## config.mk

```make
export PLATFORM = sky130hd
export DESIGN_NAME = uart_tx_flat
export DESIGN_NICKNAME = d
export VERILOG_FILES = /design/src/rtl/uart_pkg.sv /design/src/rtl/uart_tx_if.sv /design/src/rtl/uart_bit_timer.sv /design/src/rtl/uart_tx.sv /design/src/flat_wrapper.sv
export SDC_FILE = /design/constraint.sdc
export NUM_CORES = 1
export LEC_CHECK = 0
export ABC_CLOCK_PERIOD_IN_PS = 1900
export BUFFER_PORTS_ARGS = -buffer_cell sky130_fd_sc_hd__clkbuf_2
export CAP_MARGIN = 20
export CORE_MARGIN = 2
export CORE_UTILIZATION = 51
export DETAILED_ROUTE_END_ITERATION = 8
export PLACE_DENSITY = 0.72
export SETUP_SLACK_MARGIN = 0.5
export SLEW_MARGIN = 15
export SYNTH_ARGS = -nofsm -noshare
export SYNTH_HDL_FRONTEND = slang
export SYNTH_SLANG_ARGS = --single-unit
```

## constraint.sdc

```tcl
create_clock -name i_Clock -period 1.9 [get_ports i_Clock]
set_input_delay 0.095 -clock i_Clock [delete_from_list [all_inputs] [get_ports i_Clock]]
set_output_delay 0.095 -clock i_Clock [all_outputs]
set_load 0.02 [all_outputs]
```

## src/rtl/uart_pkg.sv

```systemverilog
// Shared types and constants for the 8N1 UART transmitter.
// Latency: n/a (declarations only).
// Backpressure: n/a.
package uart_pkg;

    // Default bit time: 25 MHz system clock / 115200 baud.
    localparam int DEFAULT_CLKS_PER_BIT = 217;

    // Frame shape: 8 data bits, no parity, 1 stop bit.
    localparam int DATA_BITS = 8;
    localparam int STOP_BITS = 1;

    typedef enum logic [1:0] {
        IDLE  = 2'd0,
        START = 2'd1,
        DATA  = 2'd2,
        STOP  = 2'd3
    } uart_state_t;

endpackage

```

## src/rtl/uart_tx_if.sv

```systemverilog
// Byte request / serial status bundle between a byte producer and uart_tx.
// Latency: n/a (wires only).
// Backpressure: none; requests arriving while o_TX_Active is high are dropped.
//   i_TX_DV     request strobe, qualifies i_TX_Byte
//   i_TX_Byte   byte to send
//   o_TX_Active frame in progress
//   o_TX_Serial serial line, idles high
//   o_TX_Done   one-cycle pulse after the stop bit
interface uart_tx_if;
    logic       i_TX_DV;
    logic [7:0] i_TX_Byte;
    logic       o_TX_Active;
    logic       o_TX_Serial;
    logic       o_TX_Done;

    // Producer side.
    modport master (
        output i_TX_DV,
        output i_TX_Byte,
        input  o_TX_Active,
        input  o_TX_Serial,
        input  o_TX_Done
    );

    // Transmitter side.
    modport slave (
        input  i_TX_DV,
        input  i_TX_Byte,
        output o_TX_Active,
        output o_TX_Serial,
        output o_TX_Done
    );
endinterface

```

## src/rtl/uart_bit_timer.sv

```systemverilog
// Bit-period timer: counts 0..CLKS_PER_BIT-1 and flags the last cycle of each bit.
// Latency: o_Bit_End is high during the CLKS_PER_BIT-th cycle after a clear.
// Backpressure: none; free-running unless held in clear.
//   i_Clock, i_Rst_n  clock and async active-low reset
//   i_Clear           hold the count at zero
//   o_Bit_End         one-cycle flag on the final cycle of a bit period
module uart_bit_timer
    import uart_pkg::*;
#(
    parameter int CLKS_PER_BIT = DEFAULT_CLKS_PER_BIT
) (
    input  logic i_Clock,
    input  logic i_Rst_n,
    input  logic i_Clear,
    output logic o_Bit_End
);

    localparam int                 CNT_W    = $clog2(CLKS_PER_BIT);
    localparam logic [CNT_W-1:0]   CNT_LAST = CNT_W'(CLKS_PER_BIT - 1);

    logic [CNT_W-1:0] r_Count;

    always_ff @(posedge i_Clock or negedge i_Rst_n) begin
        if (!i_Rst_n) begin
            r_Count <= '0;
        end else if (i_Clear || (r_Count == CNT_LAST)) begin
            r_Count <= '0;
        end else begin
            r_Count <= r_Count + 1'b1;
        end
    end

    assign o_Bit_End = (r_Count == CNT_LAST);

endmodule

```

## src/rtl/uart_tx.sv

```systemverilog
// 8N1 UART transmitter: one start bit, 8 data bits LSB first, one stop bit.
// Latency: line goes low on the accepting edge; frame lasts 10*CLKS_PER_BIT cycles, Done pulses on the last edge.
// Backpressure: none; i_TX_DV is ignored (dropped) while a frame is in progress or on the Done edge.
//   i_Clock, i_Rst_n  clock and async active-low reset
//   tx_bus            request strobe/byte in, Active/Serial/Done out (all outputs registered)
module uart_tx
    import uart_pkg::*;
#(
    parameter int CLKS_PER_BIT = DEFAULT_CLKS_PER_BIT
) (
    input  logic       i_Clock,
    input  logic       i_Rst_n,
    uart_tx_if.slave   tx_bus
);

    localparam logic [2:0] LAST_IDX = 3'(DATA_BITS - 1);

    uart_state_t r_State, state_d;
    logic [7:0]  r_Data,  data_d;
    logic [2:0]  r_Idx,   idx_d;
    logic        r_Serial, serial_d;
    logic        r_Active, active_d;
    logic        r_Done,   done_d;
    logic        bit_end;

    // The timer sits at zero while idle, so the accepting edge starts a fresh bit period.
    uart_bit_timer #(
        .CLKS_PER_BIT (CLKS_PER_BIT)
    ) u_bit_timer (
        .i_Clock   (i_Clock),
        .i_Rst_n   (i_Rst_n),
        .i_Clear   (r_State == IDLE),
        .o_Bit_End (bit_end)
    );

    always_ff @(posedge i_Clock or negedge i_Rst_n) begin
        if (!i_Rst_n) begin
            r_State  <= IDLE;
            r_Data   <= '0;
            r_Idx    <= '0;
            r_Serial <= 1'b1;
            r_Active <= 1'b0;
            r_Done   <= 1'b0;
        end else begin
            r_State  <= state_d;
            r_Data   <= data_d;
            r_Idx    <= idx_d;
            r_Serial <= serial_d;
            r_Active <= active_d;
            r_Done   <= done_d;
        end
    end

    // Next-state logic computes the value each output takes after the edge,
    // so the line changes exactly on the bit boundaries.
    always_comb begin
        state_d  = r_State;
        data_d   = r_Data;
        idx_d    = r_Idx;
        serial_d = r_Serial;
        active_d = r_Active;
        done_d   = 1'b0;

        unique case (r_State)
            IDLE: begin
                serial_d = 1'b1;
                active_d = 1'b0;
                if (tx_bus.i_TX_DV) begin
                    data_d   = tx_bus.i_TX_Byte;
                    idx_d    = '0;
                    serial_d = 1'b0;
                    active_d = 1'b1;
                    state_d  = START;
                end
            end
            START: begin
                if (bit_end) begin
                    idx_d    = '0;
                    serial_d = r_Data[0];
                    state_d  = DATA;
                end
            end
            DATA: begin
                if (bit_end) begin
                    if (r_Idx == LAST_IDX) begin
                        serial_d = 1'b1;
                        state_d  = STOP;
                    end else begin
                        idx_d    = r_Idx + 3'd1;
                        serial_d = r_Data[r_Idx + 3'd1];
                    end
                end
            end
            STOP: begin
                if (bit_end) begin
                    serial_d = 1'b1;
                    active_d = 1'b0;
                    done_d   = 1'b1;
                    state_d  = IDLE;
                end
            end
            default: begin
                state_d = IDLE;
            end
        endcase
    end

    assign tx_bus.o_TX_Serial = r_Serial;
    assign tx_bus.o_TX_Active = r_Active;
    assign tx_bus.o_TX_Done   = r_Done;

endmodule

```

## src/flat_wrapper.sv

```systemverilog
// flat-port wrapper written by rule: the top's interface ports become plain ports
module uart_tx_flat import uart_pkg::*;
#(
    parameter int CLKS_PER_BIT = DEFAULT_CLKS_PER_BIT
)
  (i_Clock, i_Rst_n, tx_bus_i_TX_DV, tx_bus_i_TX_Byte, tx_bus_o_TX_Active, tx_bus_o_TX_Serial, tx_bus_o_TX_Done);
  uart_tx_if tx_bus_i ();
  input  logic i_Clock;
  input  logic i_Rst_n;
  input wire logic [$bits(tx_bus_i.i_TX_DV)-1:0] tx_bus_i_TX_DV;
  input wire logic [$bits(tx_bus_i.i_TX_Byte)-1:0] tx_bus_i_TX_Byte;
  output wire logic [$bits(tx_bus_i.o_TX_Active)-1:0] tx_bus_o_TX_Active;
  output wire logic [$bits(tx_bus_i.o_TX_Serial)-1:0] tx_bus_o_TX_Serial;
  output wire logic [$bits(tx_bus_i.o_TX_Done)-1:0] tx_bus_o_TX_Done;
  assign tx_bus_i.i_TX_DV = tx_bus_i_TX_DV;
  assign tx_bus_i.i_TX_Byte = tx_bus_i_TX_Byte;
  assign tx_bus_o_TX_Active = tx_bus_i.o_TX_Active;
  assign tx_bus_o_TX_Serial = tx_bus_i.o_TX_Serial;
  assign tx_bus_o_TX_Done = tx_bus_i.o_TX_Done;
  uart_tx #(.CLKS_PER_BIT(CLKS_PER_BIT)) u_core (.i_Clock(i_Clock), .i_Rst_n(i_Rst_n), .tx_bus(tx_bus_i));
endmodule
```

# Word-level counts from Yosys, hierarchy flattened

Index checks and enable logic that the tools add are counted.

Bits in registers: 24
Latch bits: 0
Memory bits (writable): 0
ROM bits: 0
Output and inout bits: 3
Word-level logic and storage cells: 55
Memories: 0

$add $sub $neg: 2
$mul: 0
Divide/modulo/power cells: 0
$lt $le $gt $ge: 1
Equality and inequality tests: 11
Shift operators: 0
Multiplexer cells: 25
Bitwise logic cells: 0
Reduce and logical (&&, ||, !) cells: 9

Operator list:

| kind                                                                          | count |
|---|---|
| 3-bit 2-to-1 mux                                                              | 4 |
| 1-bit 2-to-1 mux                                                              | 10 |
| 2-bit 2-to-1 mux                                                              | 5 |
| 5-bit AND reduction                                                           | 2 |
| 3-bit case mux with 3 select lines                                            | 1 |
| 8-bit by 1-bit adder with 8-bit output (second input constant)                | 1 |
| 8-bit == test (second input constant)                                         | 1 |
| 8-bit 2-to-1 mux                                                              | 1 |
| 2-bit by 1-bit != test with 1-bit output (second input constant)              | 4 |
| 2-bit case mux with 4 select lines                                            | 1 |
| 2-bit == test (second input constant)                                         | 2 |
| 3-bit by 4-bit less-than comparator with 1-bit output (second input constant) | 1 |
| 2-bit != test (second input constant)                                         | 2 |
| 1-bit case mux with 4 select lines                                            | 1 |
| 2-bit AND reduction                                                           | 2 |
| 3-bit by 1-bit adder with 3-bit output (second input constant)                | 1 |
| 1-bit binary-select mux with 3-bit select                                     | 1 |
| 3-bit == test (second input constant)                                         | 1 |
| 3-bit AND reduction                                                           | 1 |
| 3-bit nonzero test                                                            | 1 |
| 2-bit by 1-bit == test with 1-bit output (second input constant)              | 1 |
| 2-bit zero test                                                               | 1 |
| 1-bit case mux with 2 select lines                                            | 1 |
| 2-bit nonzero test                                                            | 1 |
| 1-bit logical OR                                                              | 1 |

# Logic depth before layout (Yosys ltp)

Gate-level depths: netlist (run 1).

Depth after elaboration: 6
Depth in mapped cells: 7

# Cells and area by module

Synthesis (run 1) repeated with hierarchy kept, for this count alone.

Cell total of the unflattened synthesis: 108
Area total of the unflattened synthesis: 1234.9 sq um

By module, submodules not included:

| module         | times used | cells each | area an instance (sq um) | sequential area each (sq um) |
|---|---|---|---|---|
| uart_tx        | 1          | 68         | 848.3                    | 401.6 |
| uart_bit_timer | 1          | 40         | 386.6                    | 200.2 |

# Worst setup path after synthesis (run 1)

No wires, ideal clock.

Kind: register to register
Start: reg u_core.r_Idx[0]
End: reg u_core.r_Serial (netlist: u_core.tx_bus.o_TX_Serial)
Setup time: 0.077 ns
Arrival time: 1.784 ns
Data required time: 1.823 ns
Slack: 0.039 ns
Stages on the path, launching flop included: 7
Path buffers: 0
Cells stage by stage: dfrtp_1 > ha_1 > ha_1 > mux4_1 > nor2_1 > or4_1 > a31oi_1

Cells in the longest elaborated chain, start to end: 6
Elaborated cells between the ends (all ways): 7

RTL lines:

| what                                      | line          | RTL |
|---|---|---|
| from (decl)                               | uart_tx.sv:20 | `logic [2:0] r_Idx, idx_d;` |
| from (signal assigned)                    | uart_tx.sv:47 | `r_Idx <= idx_d;` |
| 3-bit by 1-bit adder with 3-bit output    | uart_tx.sv:90 | `serial_d = r_Data[r_Idx + 3'd1];` |
| 1-bit binary-select mux with 3-bit select | uart_tx.sv:90 |  |
| 1-bit 2-to-1 mux (not written as such)    | uart_tx.sv:90 |  |
| 1-bit 2-to-1 mux *                        | uart_tx.sv:85 | `if (r_Idx == LAST_IDX) begin` |
| 1-bit 2-to-1 mux *                        | uart_tx.sv:84 | `if (bit_end) begin` |
| 1-bit case mux with 4 select lines *      | uart_tx.sv:64 | `unique case (r_State)` |
| to (signal assigned)                      | uart_tx.sv:48 | `r_Serial <= serial_d;` |
| to (decl)                                 | uart_tx.sv:21 | `logic r_Serial, serial_d;` |

Every way passes the cells marked *; elsewhere a longest branch is shown, timed or not. The select of a mux whose other input is x is not followed.
A chain may end at the register's enable or synchronous reset.

# Worst setup path in the final report (run 1)

Same ends and word-level chain as after synthesis.

==> impl.org, run 1 <==
** Detailed routing
- Antenna-violating nets left :: 0
- DRT Pass-1 Iters :: 4
- Number of vias per cell after detailed routing :: 5.194
- Average detailed-routed wire length per instance :: 13.79 um
- In the routed design, unresolved DRC markers number 0.
- For this block, the initial DRC count from the detailed router was 4.
- The routed layout has 883 vias.
- For this block, the routed nets add up to 2.345 mm of wire.

** Timing
- Final hold vios :: 0
- Setup repair after global routing missed its margin :: true
- After routing, the total negative slack on setup checks comes to 0 ns.
- For this run, the top clock speed supported by timing is 597.8 MHz.
- In this run the tightest slew margin relative to its limit is 60.67%.
- The worst path in the final design needs a cycle of 1.673 ns, including I/O delays and setup.
- The clock arrives with 0.002968 ns of skew.
- Worst Tran Pin Value :: 0.5900 ns
- Final hold analysis gives a worst-case slack of 0.01258 ns.
- The number of max-slew violations in the final report was 0.
- Number of setup violations in the final report :: 0
- Worst Slack Setup Final :: 0.2271 ns
- Dividing the final minimum period by the clock period gives 88.05%.

** Worst setup path
- Worst path cell trace :: ha_2 -> ha_4 -> mux4_2 -> nor2_1 -> or4_1 -> a31oi_1
- In this run the worst path has a maximum fanout of 4.
- Crit path DAT :: 1.92 ns
- Broken down by cell family, the worst path's largest delay share belongs to adder cells.
- Req. time, crit path :: 2.15 ns
- For this run, the slowest stage of the critical path takes 0.40 ns.
- The worst register-to-register path ends at u_core.tx_bus.o_TX_Serial$_DFFE_PN1P_.
- R2R Setup Slk :: 0.23 ns
- STA classifies the critical path startpoint as a flip-flop.
- The startpoint identified for the worst register-to-register timing path is u_core.r_Idx[0]$_DFFE_PN0P_.
- Crit path capture type :: flip-flop
- Counting both buffers and inverters, the worst setup path holds a total of 0.
- The slowest stage of the critical path belongs to the cell sky130_fd_sc_hd__dfrtp_1.
- The worst register-to-register path has a depth of 6.
- Critical Setup Path Class :: reg2reg

** Clocking
- Clock sink count :: 24
- TritonCTS clock tree :: built
- Clock slew at reported path FFs :: 0.13 ns
- The cell sitting at the root of the clock tree is a sky130_fd_sc_hd__clkbuf_4.
- Number of H-tree levels :: 1
- CTS max path bufs :: 2
- Number of buffers created by CTS :: 3
- Skew-Pair Late Insertion Delay :: 0.31 ns

** Floorplan
- The floorplan has 17 rows.
- In this run the vertical extent of the chip is 53.04 um.
- In this run the horizontal extent of the chip is 53.04 um.
- # IOs :: 14
- In this run the standard cell core region covers 0.002233 sq mm.
- Die Outline Area :: 0.002813 sq mm
- For this configuration, the core starts out at a cell density of 54.90%.

** Global routing
- Combined global-route utilization of all metal layers :: 17.79%
- Overflow after GRT :: 0
- Entering global routing, the biggest net connects 25 pins.
- The number of global-route vias before repair was 852.
- The first global-routing pass estimated 3.588 mm of wire.
- The initial antenna violation count was 0.

** Pwr
- Sequential share of power :: 63.4%
- Power per unit of standard cell area :: 484.8 mW/mm^2
- Switching share of total power :: 20.13%
- Fraction of power consumed by the clock network :: 32.9%
- The internal power of the cells totals 643.4 uW.
- Leak Pwr :: 0.7431 nW
- The worst-case IR drop observed on VDD is 0.0004561 V.
- Combinational cells account for 3.7% of the total power.
- Net Sw Power :: 162.2 uW

** Worst hold path
- Hold EP :: u_core.r_Data[7]$_DFFE_PN0P_
- The worst hold path passes through 2 cells.
- Hold path start :: tx_bus_i_TX_Byte[7]
- Class of the tightest hold or removal check :: in2reg

** Synthesis
- Dominant combinational cell family by area after synthesis :: simple AND/OR/NAND/NOR gates
- Synth cell types :: 30
- Synthesized-area fraction occupied by and/or/nand/nor cells :: 15.92%
- Summing every instance area after synthesis gives 0.001226 sq mm.
- Leading post-synthesis cells by cell area :: sky130_fd_sc_hd__dfrtp_1, sky130_fd_sc_hd__mux2_2, sky130_fd_sc_hd__ha_1, sky130_fd_sc_hd__nor2_1, sky130_fd_sc_hd__mux2i_1
- Synthesized Nets :: 127
- Mux share of post-synthesis cell area :: 15.51%
- Post-synthesis average cell area :: 11.35 sq um
- Async set-reset flop share out of synthesis :: 100.0%
- In the synthesized netlist, the number of instances is 108.
- Synth warnings :: 0
- Yosys mapped a number of flops with a built-in enable equal to 0.
- In the synthesized netlist the dominant register cell turns out to be sky130_fd_sc_hd__dfrtp_1.
- Summed over all instances, the cell type with the most area after synthesis is sky130_fd_sc_hd__dfrtp_1.
- The synthesized design contains 24 register bits.
- Post-synthesis adder-cell area fraction :: 8.163%
- Compound-cell area share of the yosys netlist :: 3.673%
- In this run the biggest area consumer among cell types represents 46.94% of the synthesized area.
- XOR/XNOR share of the synthesized area :: 4.286%
- After synthesis, flip-flops and latches occupy 49.08% of the total area.

** Placement
- The count of buffers added on input and output ports is 13.
- The congestion estimate from routability-driven global placement came to 0.8203.
- DP Area :: 0.001365 sq mm
- Detailed placement finished with a half-perimeter wire length of 1.520 mm.
- Prior to clock tree synthesis, the placed netlist has a worst setup slack of 0.1621 ns.

** Final layout
- In the final layout, the share of cells above drive strength 1 is 49.30%.
- Most used cells in the layout excluding fill and tap cells :: sky130_fd_sc_hd__dfrtp_1, sky130_fd_sc_hd__clkbuf_2, sky130_fd_sc_hd__mux2_2, sky130_fd_sc_hd__buf_4, sky130_fd_sc_hd__nand2_1
- Cell area after layout :: 0.001662 sq mm
- Number of nets in the layout :: 162
- Compared with the post-synthesis result, the final layout area differs by 35.51%.
- Most common cell after layout, fill and taps aside :: sky130_fd_sc_hd__dfrtp_1
- The repair_antennas step left the layout with diodes totalling 0.
- Finished Core Util :: 74.40%

** Outcome
- The flow ran to the end, and the final reports show no timing, DRC or antenna violations.

** Job
- The tool flagged a number of max-cap violations equal to 0.
-- power groups by stage --
stage | combinational, mW | sequential (mW) | clock [mW]
after CTS | 0.0305 | 0.511 | 0.275
final | 0.0298 | 0.511 | 0.265
after detailed placement | 0.0208 | 0.520 | 0
after global routing | 0.0332 | 0.511 | 0.292
after global placement | 0.0201 | 0.520 | 0
after floorplan | 0.000538 | 0.521 | 0
-- metrics by stage --
step,power [mW],instances
after floorplan,0.5212,108
after global placement,0.5406,149
after detailed placement,0.5413,149
after CTS,0.8167,166
after global routing,0.8359,170
final,0.8055,170
-- synthesized netlist by cell type, drive strengths merged, types with 2 or more instances --
cell type	instances
nand2b	2
nand3	3
and2	2
mux2i	4
mux2	11
inv	7
xnor2	2
ha	8
and3	4
nand2	8
nor2	12
xor2	4
o22ai	2
dfrtp	23
a21oi	2
-- cell type report --
type,count,area (sq um)
sequential,24,604.3
inverter,7,26.28
clock buffer,4,36.28
tap,28,35.03
multi-input combinational,75,721.9
timing repair buffer,32,237.7
fill,170,571.8
-- worst max path at each step --
stage                                             start                                    end  slack (ns)  cells after the start
after global placement      u_core.r_Idx[1]$_DFFE_PN0P_  u_core.tx_bus.o_TX_Serial$_DFFE_PN1P_        0.22                      5
after floorplan             u_core.r_Idx[0]$_DFFE_PN0P_  u_core.tx_bus.o_TX_Serial$_DFFE_PN1P_        0.16                      5
after detailed placement  u_core.r_State[0]$_DFFE_PN0P_            u_core.r_Idx[0]$_DFFE_PN0P_        0.16                      5
after CTS                   u_core.r_Idx[1]$_DFFE_PN0P_  u_core.tx_bus.o_TX_Serial$_DFFE_PN1P_        0.22                      6
final                       u_core.r_Idx[0]$_DFFE_PN0P_  u_core.tx_bus.o_TX_Serial$_DFFE_PN1P_        0.23                      6
after global routing        u_core.r_Idx[0]$_DFFE_PN0P_  u_core.tx_bus.o_TX_Serial$_DFFE_PN1P_        0.16                      6
-- logic make-up (layout without fill, tap and decap cells) --
logic type / after synthesis / in the layout
xor gates and xnor gates: 6 / 6
muxes: 16 / 16
adders and majority gates: 8 / 8
AOI/OAI and AO/OA: 7 / 7
and+or+nand+nor: 38 / 38
DFF: 24 / 24
buffers and inverters: 9 / 43
-- per-layer routing --
metal	vias to the layer above	part of all wire [%]	global-route usage [%]
met5	-	0	0
li1	436	-	-
met1	439	46	21.73
met4	0	0.43	6.410
met2	6	52	31.04
met3	2	1.5	3.390
-- state kept, by name, indices dropped and copies added, names as in the netlist --
name and flops:
u_core.tx_bus.o_TX_Done 1, u_core.tx_bus.o_TX_Active 1, u_core.r_Data 8, u_core.u_bit_timer.r_Count 8
u_core.r_Idx 3, u_core.r_State 2, u_core.tx_bus.o_TX_Serial 1
-- worst reg2reg max path, delay by kind of cell, from the launching register on --
kind                       cells  cell delay (ns)
AOI/OAI and AO/OA              1             0.14
DFF                            1             0.40
muxes                          1             0.17
adders and majority gates      2             0.48
and+or+nand+nor                2             0.42
-- what timing repair did --
item	CTS	global route
hold endpoints to repair	28	0
pin swaps	7	14
setup buffers	7	4
endpoints found under the setup margin	22	22
hold buffers	6	0
gates resized for setup	11	20
Note: power is estimated with default switching activity, not from simulation.
==> run 2: changes to the inputs <==
--- a/config.mk
+++ b/config.mk
@@ -6,12 +6,12 @@
 export NUM_CORES = 1
 export LEC_CHECK = 0
 export ABC_CLOCK_PERIOD_IN_PS = 1900
-export BUFFER_PORTS_ARGS = -buffer_cell sky130_fd_sc_hd__clkbuf_2
 export CAP_MARGIN = 20
 export CORE_MARGIN = 2
-export CORE_UTILIZATION = 51
+export CORE_UTILIZATION = 55
 export DETAILED_ROUTE_END_ITERATION = 8
-export PLACE_DENSITY = 0.72
+export DONT_BUFFER_PORTS = 1
+export PLACE_DENSITY = 0.71
 export SETUP_SLACK_MARGIN = 0.5
 export SLEW_MARGIN = 15
 export SYNTH_ARGS = -nofsm -noshare
==> impl.org, run 2 (synthesized netlist as in run 1, its figures left out) <==
** Placement
- Last weighted congestion value of the routability-driven placer :: 0.7713
- Before CTS, the worst setup slack after placement is 0.1701 ns.
- Number of port buffers :: 0
- Summed over all nets, the half-perimeter wirelength after detailed placement is 1.529 mm.

** Clocking
- In this run the number of H-tree levels came out at 1.
- Buffer cell driving the clock tree root :: sky130_fd_sc_hd__clkbuf_4
- Clock sink count :: 24
- TritonCTS created 3 clock buffers.
- Skew-Pair Late Insertion Delay :: 0.32 ns
- CTS max path bufs :: 2
- After clock tree synthesis, the clock-pin slew on the worst setup and hold paths is 0.13 ns.
- TritonCTS clock tree :: built

** Timing
- Number of setup violations in the final report :: 0
- Setup TNS after final layout :: 0 ns
- Final period utilization :: 90.27%
- Setup repair after global routing could not meet its margin everywhere.
- Final Slew Violations :: 0
- Final hold vios :: 0
- Max_slew headroom :: 64.81%
- Hold timing on the final database bottoms out at a slack of 0.02079 ns.
- Worst Tran Pin Value :: 0.5279 ns
- On the final layout, the worst clock skew is 0.005099 ns.
- Derived from the worst setup path, the maximum achievable clock frequency is 583.1 MHz.
- Final critical delay including setup and external delays :: 1.715 ns
- Once routing completed, OpenROAD measured the worst setup slack at 0.1849 ns.

** Worst setup path
- Critical Setup Path Class :: reg2reg
- The worst setup path is launched from a flip-flop.
- Data arrives at the worst endpoint at 1.97 ns.
- Critical Path Start :: u_core.r_Idx[0]$_DFFE_PN0P_
- On the critical path the largest part of the delay comes from adder cells.
- Walking the worst path, the cells encountered are ha_2 -> ha_4 -> mux4_2 -> nor2_1 -> or4_1 -> a31oi_1.
- Slowest Stage Delay on Critical Path :: 0.42 ns
- Measured in cells, the most critical reg-to-reg path has a length of 6.
- Along the worst path, the maximum fanout reaches 4.
- Crit path capture type :: flip-flop
- R2R Setup Slk :: 0.18 ns
- Slowest cell on crit path :: sky130_fd_sc_hd__dfrtp_1
- Capturing point of the worst reg2reg path :: u_core.tx_bus.o_TX_Serial$_DFFE_PN1P_
- Worst reg2reg path startpoint :: u_core.r_Idx[0]$_DFFE_PN0P_
- Req. time, crit path :: 2.16 ns
- Total buffers and inverters traversed by the critical path :: 0

** Pwr
- Summed over all nets, the switching power comes to 167.8 uW.
- Switching share of total power :: 18.50%
- Max VDD drop :: 0.0004349 V
- Sequential share of power :: 56.3%
- In this run, the clock network consumes 40.7% of the power.
- Power per unit of standard cell area :: 554.2 mW/mm^2
- Combinational logic burns 3.0% of the power.
- Leak Pwr :: 0.7113 nW
- The completed layout was analyzed and its total power is 906.9 uW.
- Cell internal power was estimated by the tool at 739.1 uW.

** Floorplan
- The initial utilization of the core area, before any placement, comes to 57.08%.
- The core region is 0.002148 sq mm.
- The die covers 0.002623 sq mm.
- Site row count :: 17
- # IOs :: 14
- Die W :: 51.22 um
- The floorplan step set the die height to 51.22 um.

** Worst hold path
- Hold path start :: tx_bus_i_TX_DV
- Number of instances on the worst hold path :: 4
- Class of the tightest hold or removal check :: in2reg
- Hold EP :: u_core.tx_bus.o_TX_Serial$_DFFE_PN1P_

** Detailed routing
- Number of DRC markers in iteration 0 :: 12
- Number of vias per cell after detailed routing :: 5.416
- The routed layout has 872 vias.
- The count of nets left with antenna violations once routing finished came out at 0.
- Number of design rule violations left after detail routing :: 0
- DRT Pass-1 Iters :: 4
- Total wire length :: 2.381 mm
- After detailed routing, the average wire length per cell comes to 14.79 um.

** Final layout
- The top cell types in the final layout, fill and taps aside, are sky130_fd_sc_hd__dfrtp_1, sky130_fd_sc_hd__mux2_2, sky130_fd_sc_hd__dlygate4sd3_1, sky130_fd_sc_hd__buf_4, sky130_fd_sc_hd__nand2_1.
- The post-route netlist has 41.35% of its cells at a drive strength greater than 1.
- 0 antenna diodes ended up in the layout.
- Number of nets in the layout :: 153
- Count of fill cells added during filler insertion :: 149
- Most common cell after layout, fill and taps aside :: sky130_fd_sc_hd__dfrtp_1
- The largest registers in the layout are u_core.r_Data (8), u_core.u_bit_timer.r_Count (8), u_core.r_Idx (3).
- Synth-to-layout area growth :: 33.47%

** Global routing
- Entering global routing, the biggest net connects 25 pins.
- Combined global-route utilization of all metal layers :: 20.73%
- After global routing the overflow that remains totals 0.
- The layer flagged by global routing as most heavily used is met2.
- Via count of the first global-routing pass :: 900
- The initial antenna violation count is 0.
- Global routing met2 resource utilization :: 35.28%
- GR Layer Usage met3 :: 3.801%
- The first global-routing pass estimated 3.946 mm of wire.
- Global routing used 25.73% of the available met1 tracks.

** Outcome
- Outcome :: finished clean

** Job
- Max-cap violations in this run came to 0.
-- run 2: per-layer routing --
| metal | part of all wire (%) | up-vias |
|---|---|---|
| met5 | 0 | - |
| met3 | 2.5 | 5 |
| met1 | 44 | 437 |
| li1 | - | 420 |
| met4 | 1.8 | 0 |
| met2 | 51 | 10 |
-- run 2: worst max path at each step --
stage / endpoint / slack (ns) / cells past startpoint
3_3_place_gp: u_core.tx_bus.o_TX_Serial$_DFFE_PN1P_ / 0.21 / 5
2_1_floorplan: u_core.tx_bus.o_TX_Serial$_DFFE_PN1P_ / 0.16 / 5
6_report: u_core.tx_bus.o_TX_Serial$_DFFE_PN1P_ / 0.18 / 6
5_1_grt: u_core.tx_bus.o_TX_Serial$_DFFE_PN1P_ / 0.13 / 6
3_5_place_dp: u_core.tx_bus.o_TX_Serial$_DFFE_PN1P_ / 0.17 / 5
4_1_cts: u_core.tx_bus.o_TX_Serial$_DFFE_PN1P_ / 0.17 / 6
-- run 2: worst reg2reg max path: cells and delay by family (launching register included) --
family	cells	cell delay [ns]
AOI/OAI and AO/OA	1	0.14
adders and majority gates	2	0.48
muxes	1	0.18
DFF	1	0.42
and+or+nand+nor	2	0.43
-- run 2: final cells by class --
type	instances	area, sq um	share of cell area (%)
clock buffers	3	22.52	1.376
clock inverters	1	30.03	1.835
inverters	7	26.28	1.606
multi-input cells	75	718.2	43.88
flip-flops and latches	24	601.8	36.77
well taps	28	35.03	2.141
repair buffers	23	202.7	12.39
-- run 2: stage by stage --
stage,utilization [%],cell area [sq um],std cells
after global placement,60.51,1300,136
after floorplan,-,1265,108
after detailed placement,60.51,1300,136
after CTS,71.46,1535,156
final,76.18,1637,161
after global routing,76.18,1637,161
-- run 2: repair_timing --
item                                    CTS  global route
hold buffers                              9             2
setup buffers                             7             3
pin swaps                                 9            13
endpoints found under the setup margin   22            22
resized for setup                         9            17
endpoints found under the hold margin    32            24
-- run 2: power by group through the flow --
stage               clock [mW]  combinational, mW  sequential [mW]
CTS                      0.381             0.0250            0.511
finish                   0.369             0.0271            0.511
detailed placement           0           0.000538            0.521
global placement             0           0.000538            0.521
global route             0.391             0.0303            0.511
floorplan                    0           0.000538            0.521
==> run 3: changes to the inputs <==
--- a/config.mk
+++ b/config.mk
@@ -8,12 +8,11 @@
 export ABC_CLOCK_PERIOD_IN_PS = 1900
 export CAP_MARGIN = 20
 export CORE_MARGIN = 2
-export CORE_UTILIZATION = 55
+export CORE_UTILIZATION = 30
 export DETAILED_ROUTE_END_ITERATION = 8
 export DONT_BUFFER_PORTS = 1
-export PLACE_DENSITY = 0.71
+export PLACE_DENSITY = 0.43
 export SETUP_SLACK_MARGIN = 0.5
-export SLEW_MARGIN = 15
 export SYNTH_ARGS = -nofsm -noshare
 export SYNTH_HDL_FRONTEND = slang
 export SYNTH_SLANG_ARGS = --single-unit
==> impl.org, run 3 (synthesized netlist as in run 1, its figures left out) <==
** Outcome
- Outcome :: finished clean

** Clocking
- TritonCTS clock tree :: built
- Clock sink count :: 24
- The cell sitting at the root of the clock tree is a sky130_fd_sc_hd__clkbuf_8.
- After clock tree synthesis, the clock-pin slew on the worst setup and hold paths is 0.09 ns.
- Number of H-tree levels :: 1
- The longest clock path from root to sink contains 2 buffers.
- Number of buffers created by CTS :: 3
- Skew-Pair Late Insertion Delay :: 0.27 ns

** Timing
- Setup violations remaining at the end of the flow were counted as 0.
- Summed over all failing endpoints, the final setup total negative slack is 0 ns.
- The number of max-slew violations in the final report was 0.
- Final critical delay including setup and external delays :: 1.712 ns
- Derived from the worst setup path, the maximum achievable clock frequency is 584.1 MHz.
- Final period utilization :: 90.11%
- Setup repair after global routing missed its margin :: true
- For the pin with the worst max-slew slack, the measured transition is 0.2460 ns.
- Headroom to the max-slew limit came out at 83.60%.
- Worst clock skew on the final layout :: 0.006136 ns
- Final hold vios :: 0

** Final layout
- Number of nets in the layout :: 153
- Count of fill cells added during filler insertion :: 405
- Area of combinational cells with multiple inputs :: 703.2 sq um
- Across the whole layout, storage elements account for 603.1 sq um.
- The post-route netlist has 40.60% of its cells at a drive strength greater than 1.
- Final Non-Filler Cells :: 183
- Leaving out fill and tap cells, the most frequent cell in the layout is sky130_fd_sc_hd__dfrtp_1.
- Largest registers :: u_core.r_Data (8), u_core.u_bit_timer.r_Count (8), u_core.r_Idx (3)
- Synth-to-layout area growth :: 37.14%
- The repair_antennas step left the layout with diodes totalling 0.
- Most used cells in the layout excluding fill and tap cells :: sky130_fd_sc_hd__dfrtp_1, sky130_fd_sc_hd__mux2_2, sky130_fd_sc_hd__buf_4, sky130_fd_sc_hd__dlygate4sd3_1

** Detailed routing
- Summing over every cut layer, the via total after detailed routing is 857.
- Antenna-violating nets left :: 0
- Dividing the detail-routed via count by the number of cells gives 4.683.
- Total wire length :: 2.482 mm
- The first detailed-routing pass ran for 4 iterations.
- Number of DRC markers in iteration 0 :: 31
- In the final routed layout, each cell accounts on average for 13.56 um.
- Number of design rule violations left after detail routing :: 0

** Global routing
- Overflow after GRT :: 0
- The number of global-route vias before repair came to 859.
- Number of antenna violations at the first check in global routing :: 0
- GR Layer Usage met3 :: 1.974%
- The layer flagged by global routing as most heavily used is met2.
- Global routing met2 resource utilization :: 18.33%
- The first global-routing pass estimated 3.926 mm of wire.
- Entering global routing, the biggest net connects 25 pins.
- For this run, global-route usage on met1 was measured as 14.96%.
- Global routing used 11.49% of the available tracks.

** Worst setup path
- Crit path DAT :: 1.91 ns
- The worst setup path is launched from a flip-flop.
- Maximum fanout count along the critical path :: 4
- STA classifies the critical path endpoint as a flip-flop.
- Req. time, crit path :: 2.10 ns
- For the worst flop-to-flop path, the logic depth is 6.
- Critical Setup Path Class :: reg2reg

** Floorplan
- For this configuration, the core starts out at a cell density of 30.88%.
- Y dimension of the die :: 67.93 um
- The floorplan step defined a die boundary enclosing 0.004614 sq mm.
- Die W :: 67.93 um
- # IOs :: 14
- Site row count :: 23
- Core Box Area :: 0.003971 sq mm

** Placement
- Last weighted congestion value of the routability-driven placer :: 0.8240
- In this run the tool buffered the top-level ports with 0 buffer cells.
- Summed over all nets, the half-perimeter wirelength after detailed placement is 1.647 mm.
- Placed cells :: 158

** Pwr
- In this run the static leakage power is 0.7266 nW.
- The worst-case IR drop observed on VDD is 0.0002941 V.
- Power per unit of standard cell area :: 594.0 mW/mm^2

** Worst hold path
- The path class of the tightest hold or removal check is in2reg.
- The worst hold path passes through 2 cells.

** Job
- Count of max-cap constraint violations :: 0
==> run 3: changes by cell type in the layout (fill, tap and decap cells not counted), sizes merged <==
cell and change:
buf +1, dlygate4sd3 -1
==> run 3: final timing paths <==
kind / startpoint / to / slack [ns]
max: u_core.r_Idx[0]$_DFFE_PN0P_ / u_core.tx_bus.o_TX_Serial$_DFFE_PN1P_ / 0.19
min: tx_bus_i_TX_DV / u_core.tx_bus.o_TX_Active$_DFFE_PN0P_ / 0.06
max reg2reg: u_core.r_Idx[0]$_DFFE_PN0P_ / u_core.tx_bus.o_TX_Serial$_DFFE_PN1P_ / 0.19
min reg2reg: u_core.r_Data[2]$_DFFE_PN0P_ / u_core.r_Data[2]$_DFFE_PN0P_ / 0.51
max in group asynchronous: i_Rst_n / u_core.tx_bus.o_TX_Serial$_DFFE_PN1P_ / 1.44
min in group asynchronous: i_Rst_n / u_core.u_bit_timer.r_Count[2]$_DFF_PN0_ / 0.24
==> run 3: critical path: stages (launching register included) <==
cell and delay, ns:
sky130_fd_sc_hd__dfrtp_1 0.40, sky130_fd_sc_hd__ha_2 0.20, sky130_fd_sc_hd__ha_4 0.28, sky130_fd_sc_hd__mux4_2 0.18, sky130_fd_sc_hd__nor2_1 0.04, sky130_fd_sc_hd__or4_1 0.40, sky130_fd_sc_hd__a31oi_1 0.15
==> run 3: layer usage <==
metal  vias to the layer above  part of all wire (%)  wire [um]
li1                        420                     -          -
met1                       416                    47       1176
met2                        14                    49       1208
met3                         7                   2.5         62
met4                         0                   1.4         35
met5                         -                     0          0
==> run 3: area by class of cell <==
type | instances | area share, %
Clock buffer | 3 | 2.455
Timing Repair Buffer | 23 | 12.80
Inverter | 7 | 1.563
Tap cell | 50 | 3.720
Clock inverter | 1 | 1.786
Sequential cell | 24 | 35.86
Multi-Input combinational cell | 75 | 41.82
==> run 3: through the flow <==
step           util (%)  power [mW]  worst slack, ns  hold slack [ns]  area, sq um
3_5_place_dp      33.43      0.5212           0.1562          -0.2000         1328
4_1_cts           39.26       1.011           0.1912          0.06337         1559
3_3_place_gp      33.43      0.5212           0.2020          -0.1999         1328
2_1_floorplan         -      0.5212           0.1646          -0.2006         1265
6_report          42.34      0.9989           0.1879          0.05896         1682
5_1_grt           42.34       1.031          0.07431          0.07489         1682
==> run 3: power by group <==
group | internal [mW] | total, mW | switching (mW)
Clock | 0.282 | 0.459 | 0.177
Sequential | 0.510 | 0.510 | 0
Combinational | 0.0169 | 0.0295 | 0.0126
==> run 3: repair_timing <==
| item | CTS | global route |
|---|---|---|
| pin swaps | 7 | 12 |
| hold buffers | 10 | 0 |
| endpoints found under the setup margin | 22 | 22 |
| gates resized for setup | 6 | 18 |
| cloned | 0 | 1 |
| setup buffers | 4 | 6 |
| hold endpoints to repair | 32 | 0 |
